--- src/rtl/svc_rv_div.sv ---
// Iterative radix-2 restoring divider for RV32M/RV64M DIV, DIVU, REM and REMU.
// One quotient bit per cycle; divide-by-zero and signed overflow finish immediately.
module svc_rv_div #(
    parameter int unsigned XLEN = 32
) (
    input  logic            clk,
    input  logic            rst_n,
    input  logic            en,
    input  logic            flush,
    input  logic [1:0]      op,
    input  logic [XLEN-1:0] rs1,
    input  logic [XLEN-1:0] rs2,
    output logic            busy,
    output logic            valid,
    output logic [XLEN-1:0] result
);

    localparam int unsigned CW = $clog2(XLEN);
    localparam logic [XLEN-1:0] MIN_NEG = {1'b1, {(XLEN-1){1'b0}}};

    typedef enum logic [1:0] {
        IDLE = 2'd0,
        CALC = 2'd1,
        DONE = 2'd2
    } state_e;

    state_e          state_q, state_d;
    logic [CW-1:0]   cnt_q, cnt_d;
    logic [XLEN-1:0] rem_q, rem_d;
    logic [XLEN-1:0] quo_q, quo_d;
    logic [XLEN-1:0] dvs_q, dvs_d;
    logic            rem_sel_q, rem_sel_d;
    logic            neg_quo_q, neg_quo_d;
    logic            neg_rem_q, neg_rem_d;
    logic [XLEN-1:0] result_q, result_d;
    logic            valid_q, valid_d;

    // Operand decode for the start cycle
    logic            is_signed;
    logic            rs1_neg;
    logic            rs2_neg;
    logic [XLEN-1:0] rs1_mag;
    logic [XLEN-1:0] rs2_mag;
    logic            div_zero;
    logic            sgn_ovf;
    logic            start;

    assign is_signed = ~op[0];
    assign rs1_neg   = is_signed & rs1[XLEN-1];
    assign rs2_neg   = is_signed & rs2[XLEN-1];
    assign rs1_mag   = rs1_neg ? (~rs1 + XLEN'(1)) : rs1;
    assign rs2_mag   = rs2_neg ? (~rs2 + XLEN'(1)) : rs2;
    assign div_zero  = (rs2 == '0);
    assign sgn_ovf   = is_signed & (rs1 == MIN_NEG) & (rs2 == '1);
    assign start     = (state_q == IDLE) & en & ~flush;

    // One restoring step: shift {rem, quo} left, trial-subtract the divisor
    logic [XLEN:0]   rem_sh;
    logic [XLEN:0]   diff;
    logic            step_ok;
    logic [XLEN-1:0] rem_nx;
    logic [XLEN-1:0] quo_nx;
    logic [XLEN-1:0] quo_fin;
    logic [XLEN-1:0] rem_fin;

    assign rem_sh  = {rem_q, quo_q[XLEN-1]};
    // rem_sh < 2*divisor, so the top bit of the (XLEN+1)-bit difference is the borrow
    assign diff    = rem_sh - {1'b0, dvs_q};
    assign step_ok = ~diff[XLEN];
    assign rem_nx  = step_ok ? diff[XLEN-1:0] : rem_sh[XLEN-1:0];
    assign quo_nx  = {quo_q[XLEN-2:0], step_ok};
    assign quo_fin = neg_quo_q ? (~quo_nx + XLEN'(1)) : quo_nx;
    assign rem_fin = neg_rem_q ? (~rem_nx + XLEN'(1)) : rem_nx;

    // Next-state and datapath control
    always_comb begin
        state_d   = state_q;
        cnt_d     = cnt_q;
        rem_d     = rem_q;
        quo_d     = quo_q;
        dvs_d     = dvs_q;
        rem_sel_d = rem_sel_q;
        neg_quo_d = neg_quo_q;
        neg_rem_d = neg_rem_q;
        result_d  = result_q;
        valid_d   = 1'b0;

        unique case (state_q)
            IDLE: begin
                if (start) begin
                    rem_sel_d = op[1];
                    neg_quo_d = rs1_neg ^ rs2_neg;
                    neg_rem_d = rs1_neg;
                    if (div_zero) begin
                        result_d = op[1] ? rs1 : '1;
                        valid_d  = 1'b1;
                        state_d  = DONE;
                    end else if (sgn_ovf) begin
                        result_d = op[1] ? '0 : rs1;
                        valid_d  = 1'b1;
                        state_d  = DONE;
                    end else begin
                        rem_d   = '0;
                        quo_d   = rs1_mag;
                        dvs_d   = rs2_mag;
                        cnt_d   = CW'(XLEN - 1);
                        state_d = CALC;
                    end
                end
            end
            CALC: begin
                rem_d = rem_nx;
                quo_d = quo_nx;
                cnt_d = cnt_q - CW'(1);
                if (cnt_q == '0) begin
                    result_d = rem_sel_q ? rem_fin : quo_fin;
                    valid_d  = 1'b1;
                    state_d  = DONE;
                end
            end
            DONE: begin
                state_d = IDLE;
            end
            default: begin
                state_d = IDLE;
            end
        endcase

        // Squash overrides everything: no result, back to IDLE
        if (flush) begin
            state_d  = IDLE;
            valid_d  = 1'b0;
            result_d = result_q;
        end
    end

    always_ff @(posedge clk) begin
        if (!rst_n) begin
            state_q   <= IDLE;
            cnt_q     <= '0;
            rem_q     <= '0;
            quo_q     <= '0;
            dvs_q     <= '0;
            rem_sel_q <= 1'b0;
            neg_quo_q <= 1'b0;
            neg_rem_q <= 1'b0;
            result_q  <= '0;
            valid_q   <= 1'b0;
        end else begin
            state_q   <= state_d;
            cnt_q     <= cnt_d;
            rem_q     <= rem_d;
            quo_q     <= quo_d;
            dvs_q     <= dvs_d;
            rem_sel_q <= rem_sel_d;
            neg_quo_q <= neg_quo_d;
            neg_rem_q <= neg_rem_d;
            result_q  <= result_d;
            valid_q   <= valid_d;
        end
    end

    assign busy   = start | (state_q == CALC);
    assign valid  = valid_q;
    assign result = result_q;

endmodule
--- config.mk ---
export PLATFORM = sky130hd
export DESIGN_NAME = svc_rv_div
export DESIGN_NICKNAME = d
export VERILOG_FILES = /design/src/rtl/svc_rv_div.sv
export SDC_FILE = /design/constraint.sdc
export NUM_CORES = 1
export LEC_CHECK = 0
export CAP_MARGIN = 10
export CORE_ASPECT_RATIO = 1.5
export CORE_MARGIN = 1
export CORE_UTILIZATION = 60
export DETAILED_ROUTE_END_ITERATION = 7
export PLACE_DENSITY = 0.82
export SYNTH_ARGS = -nofsm -noshare
export SYNTH_HDL_FRONTEND = slang
export SYNTH_SLANG_ARGS = --single-unit
--- constraint.sdc ---
create_clock -name clk -period 5.5 [get_ports clk]
set_input_delay 0.55 -clock clk [delete_from_list [all_inputs] [get_ports clk]]
set_output_delay 0.55 -clock clk [all_outputs]
set_load 0.01 [all_outputs]
==> metrics.md <==
| Metric | Value |
|---|---|
| Drt initial violations | `1241` |
| Synth Area per Inst | `7.195 µm²` |
| Fraction of layout cells with a size suffix above 1 | `5.817%` |
| GRT Util Overall | `42.34%` |
| P_int | `2.077 mW` |
| Power Density | `231.3 nW/µm²` |
| HPWL after DPL | `31300 µm` |
| Die W | `116.8 µm` |
| Clock power frac | `38.9%` |
| Largest family of logic cells by synthesized area | `compound AO/OA/AOI/OAI gates` |
| Post-Syn Instances | `1649` |
| Comb pwr share | `26.2%` |
| Final hold violations | `0` |
| Overflow after GRT | `0` |
| PnR worst setup slack | `356.3 ps` |
| Core Region | `19240 µm²` |
| Die ar. | `20350 µm²` |
| Initial Util | `61.67%` |
| Vias in the first global route | `12230` |
| Yosys Warn Count | `0` |
| Drt via density | `6.620` |
| Final ANT Viol Nets | `0` |
| WL final | `42180 µm` |
| Crit. End Element | `register` |
| Vias | `12960` |
| Worst path max stage delay | `550 ps` |
| Multiplexer share of the synthesized area | `2.932%` |
| Post-synthesis compound-gate area fraction | `28.36%` |
| Slew of the pin with the lowest slew margin | `1157 ps` |
| Max Cap Violations | `0` |
| Post-synth ARST share | `0%` |
| Max VDD drop | `207.1 µV` |
| Worst slew margin | `21.86%` |
| Most common cell after layout, fill and taps aside | `nor2_1` |
| Num CTS Buffers | `17` |
| Sequential fraction of the synthesis area | `23.45%` |
| Most used cell, CP | `inv_1` |
| Arr. time, crit path | `5450 ps` |
| Slew Viols, Final | `0` |
| FP Rows | `62` |
| Seq cells post-synth | `139` |
| Sw Ratio | `34.12%` |
| Flop pwr share | `34.9%` |
| Cell area after synthesis | `11860 µm²` |
| Area grow syn2layout | `14.91%` |
| Setup Slack @ Placement | `464.8 ps` |
| Largest fanout on the critical path | `7` |
| Period utilization | `93.52%` |
| Switching power | `1.076 mW` |
| # H-tree levels | `4` |
| Post-Synth XOR/XNOR Area | `9.882%` |
| Crit start category | `register` |
| Distinct cells, synth | `92` |
| Fmax | `194.4 MHz` |
| GP Congestion | `1.042` |
| CP bufs+invs | `3` |
| Post-synth EDFFs | `0` |
| DR DRC count | `0` |
| Clock Sinks | `139` |
| Clock Tree Buf Depth | `2` |
| Final Net Count | `1799` |
| Initial antenna violation count | `0` |
| Setup bufs post-CTS | `0` |
| Largest net degree at the start of global routing | `88` |
| Crit path cell chain | `inv_1 > ha_1 > and3_1 > and4_1 > o2111ai_1 > a21bo_1 > a211oi_4 > mux2_2 > inv_1 > ha_1 > inv_1 > or4_1 > and4b_1 > a41oi_2 > o41ai_2 > xor2_1 > a21oi_1 > o22ai_2` |
| Slowest stage cell, crit path | `or4_1` |
| Syn nets | `1759` |
| Fin util | `70.86%` |
| CP Data Required Time | `5810 ps` |
| Clk_lat worst skew | `450 ps` |
| TritonCTS clock tree | `done` |
| Per-cell routed wire length | `21.54 µm` |
| Status | `finished clean` |
| Clock skew | `15.94 ps` |
| Die H | `174.2 µm` |
| Most frequent cells in the layout | `nor2_1, a21oi_1, dfxtp_1, nand2_1, clkdlybuf4s50_1` |
| RSZ-0062 raised after global routing | `false` |
| Clk pin slew, worst setup/hold paths | `70 ps` |
| Final setup violation count | `0` |
| Setup TNS | `0 ps` |
| Adder-cell area share of the yosys netlist | `5.463%` |
| Synth Flop Type | `dfxtp_1` |
| Critical path class | `register to register` |
| N_diodes | `0` |
| PortBufs | `103` |
| Leakage power | `5.137 nW` |
| Wire length of the first global-routing pass | `65670 µm` |
| Post-synthesis simple-gate area fraction | `24.15%` |
| Hold Path Class | `register to register` |
| Ports | `104` |
| DRT Pass-1 Iters | `5` |
| Root Driver | `clkbuf_16` |
| CP top delay family | `compound AO/OA/AOI/OAI gates` |
| Tmin final | `5144 ps` |
## power groups by stage
stage	Sequential [mW]	Clock, mW	Combinational (mW)
detailed placement	1.12	0	0.794
CTS	1.10	1.23	0.800
finish	1.10	1.23	0.827
global route	1.10	1.27	0.889
global placement	1.12	0	0.785
floorplan	1.10	0	0.537
## what timing repair did
action                     in CTS  in global routing
hold buffers                    0                  0
resized for setup               0                  1
setup endpoints to repair       0                  1
## sequential cells by signal, indices dropped and copies added (netlist names)
name / flops
rem_q: 32
valid: 1
result: 32
dvs_q: 32
state_q: 2
neg_quo_q: 1
rem_sel_q: 1
quo_q: 32
cnt_q: 5
neg_rem_q: 1
## synth_stat cells (all sizes together), types with 5 or more instances
master    n  share of area (%)
and2     13               0.69
a21o     18                1.1
o211ai   10               0.63
a31oi    14               0.74
o21ai    95                4.0
and3     13               0.69
and4      6               0.44
dfxtp   139                 23
a221oi    7               0.52
o22ai     5               0.32
nand4    20                1.1
or4       9               0.57
nor4     26                1.7
a21oi   167                7.1
nand2b   15               0.79
a311oi    7               0.57
nor2b     5               0.26
a211oi   80                5.2
clkbuf   77                2.4
nand2   112                3.6
a22oi    13               0.82
o21a     12               0.76
mux2      6               0.57
o31ai    18                1.3
o41ai    10               0.93
nand3    25                1.1
nor3b     6               0.38
inv      64                2.0
buf      29                1.3
mux2i    28                2.4
nor3     54                2.3
or3      21                1.1
ha       39                4.1
maj3     14                1.2
xnor2    64                4.7
xor2     69                5.2
nor2    268                8.5
a211o     5               0.37
## worst reg2reg max path, cell delays in order (launching register included)
cell	delay, ps
dfxtp_1	330
inv_1	150
ha_1	460
and3_1	380
and4_1	270
o2111ai_1	160
a21bo_1	260
a211oi_4	330
mux2_2	390
inv_1	80
ha_1	220
inv_1	80
or4_1	550
and4b_1	330
a41oi_2	260
o41ai_2	380
xor2_1	110
a21oi_1	200
o22ai_2	80
## final cells by class
| type | count | area (µm²) |
|---|---|---|
| inverter | 65 | 245.2 |
| timing repair buffer | 127 | 1236 |
| tap | 256 | 320.3 |
| multi-input combinational | 1339 | 8436 |
| sequential | 139 | 2783 |
| clock inverter | 15 | 187.7 |
| fill | 1735 | 5605 |
| clock buffer | 17 | 425.4 |
## worst paths after layout
path | from | to | slack (ps) | cells after the start
worst max register to register | dvs_q[16] | result[22] | 360 | 18
worst min register to register | result[8] | result[8] | 450 | 2
worst max-delay path | dvs_q[16] | result[22] | 360 | 18
worst min-delay path | result[8] | result[8] | 450 | 2
## kinds of logic (layout without fill, tap and decap cells)
group	count (synthesis)	in the layout
multiplexers	34	34
flip-flops	139	139
AO/OA/AOI/OAI	510	510
adder cells (fa/ha/maj)	54	54
buffers and inverters	171	224
XOR/XNOR	133	133
AND/OR/NAND/NOR	608	608
## through the flow
stage               hold WS [ps]  total power, mW  instances  instance area, µm²
finish                     450.0            3.153       1958               13630
global route               473.8            3.262       1958               13630
CTS                        453.3            3.122       1958               13630
detailed placement         444.9            1.912       1926               13020
global placement           441.5            1.902       1926               13020
floorplan                  446.3            1.642       1649               11860
## routing by layer
layer	global-route usage [%]	share of wire, %	up-vias
li1	-	-	6052
met1	47.65	37	6038
met2	67.90	47	669
met3	8.333	7.4	202
met4	34.92	9.0	0
met5	0	0	-
Note: power is estimated with default switching activity, not from simulation.
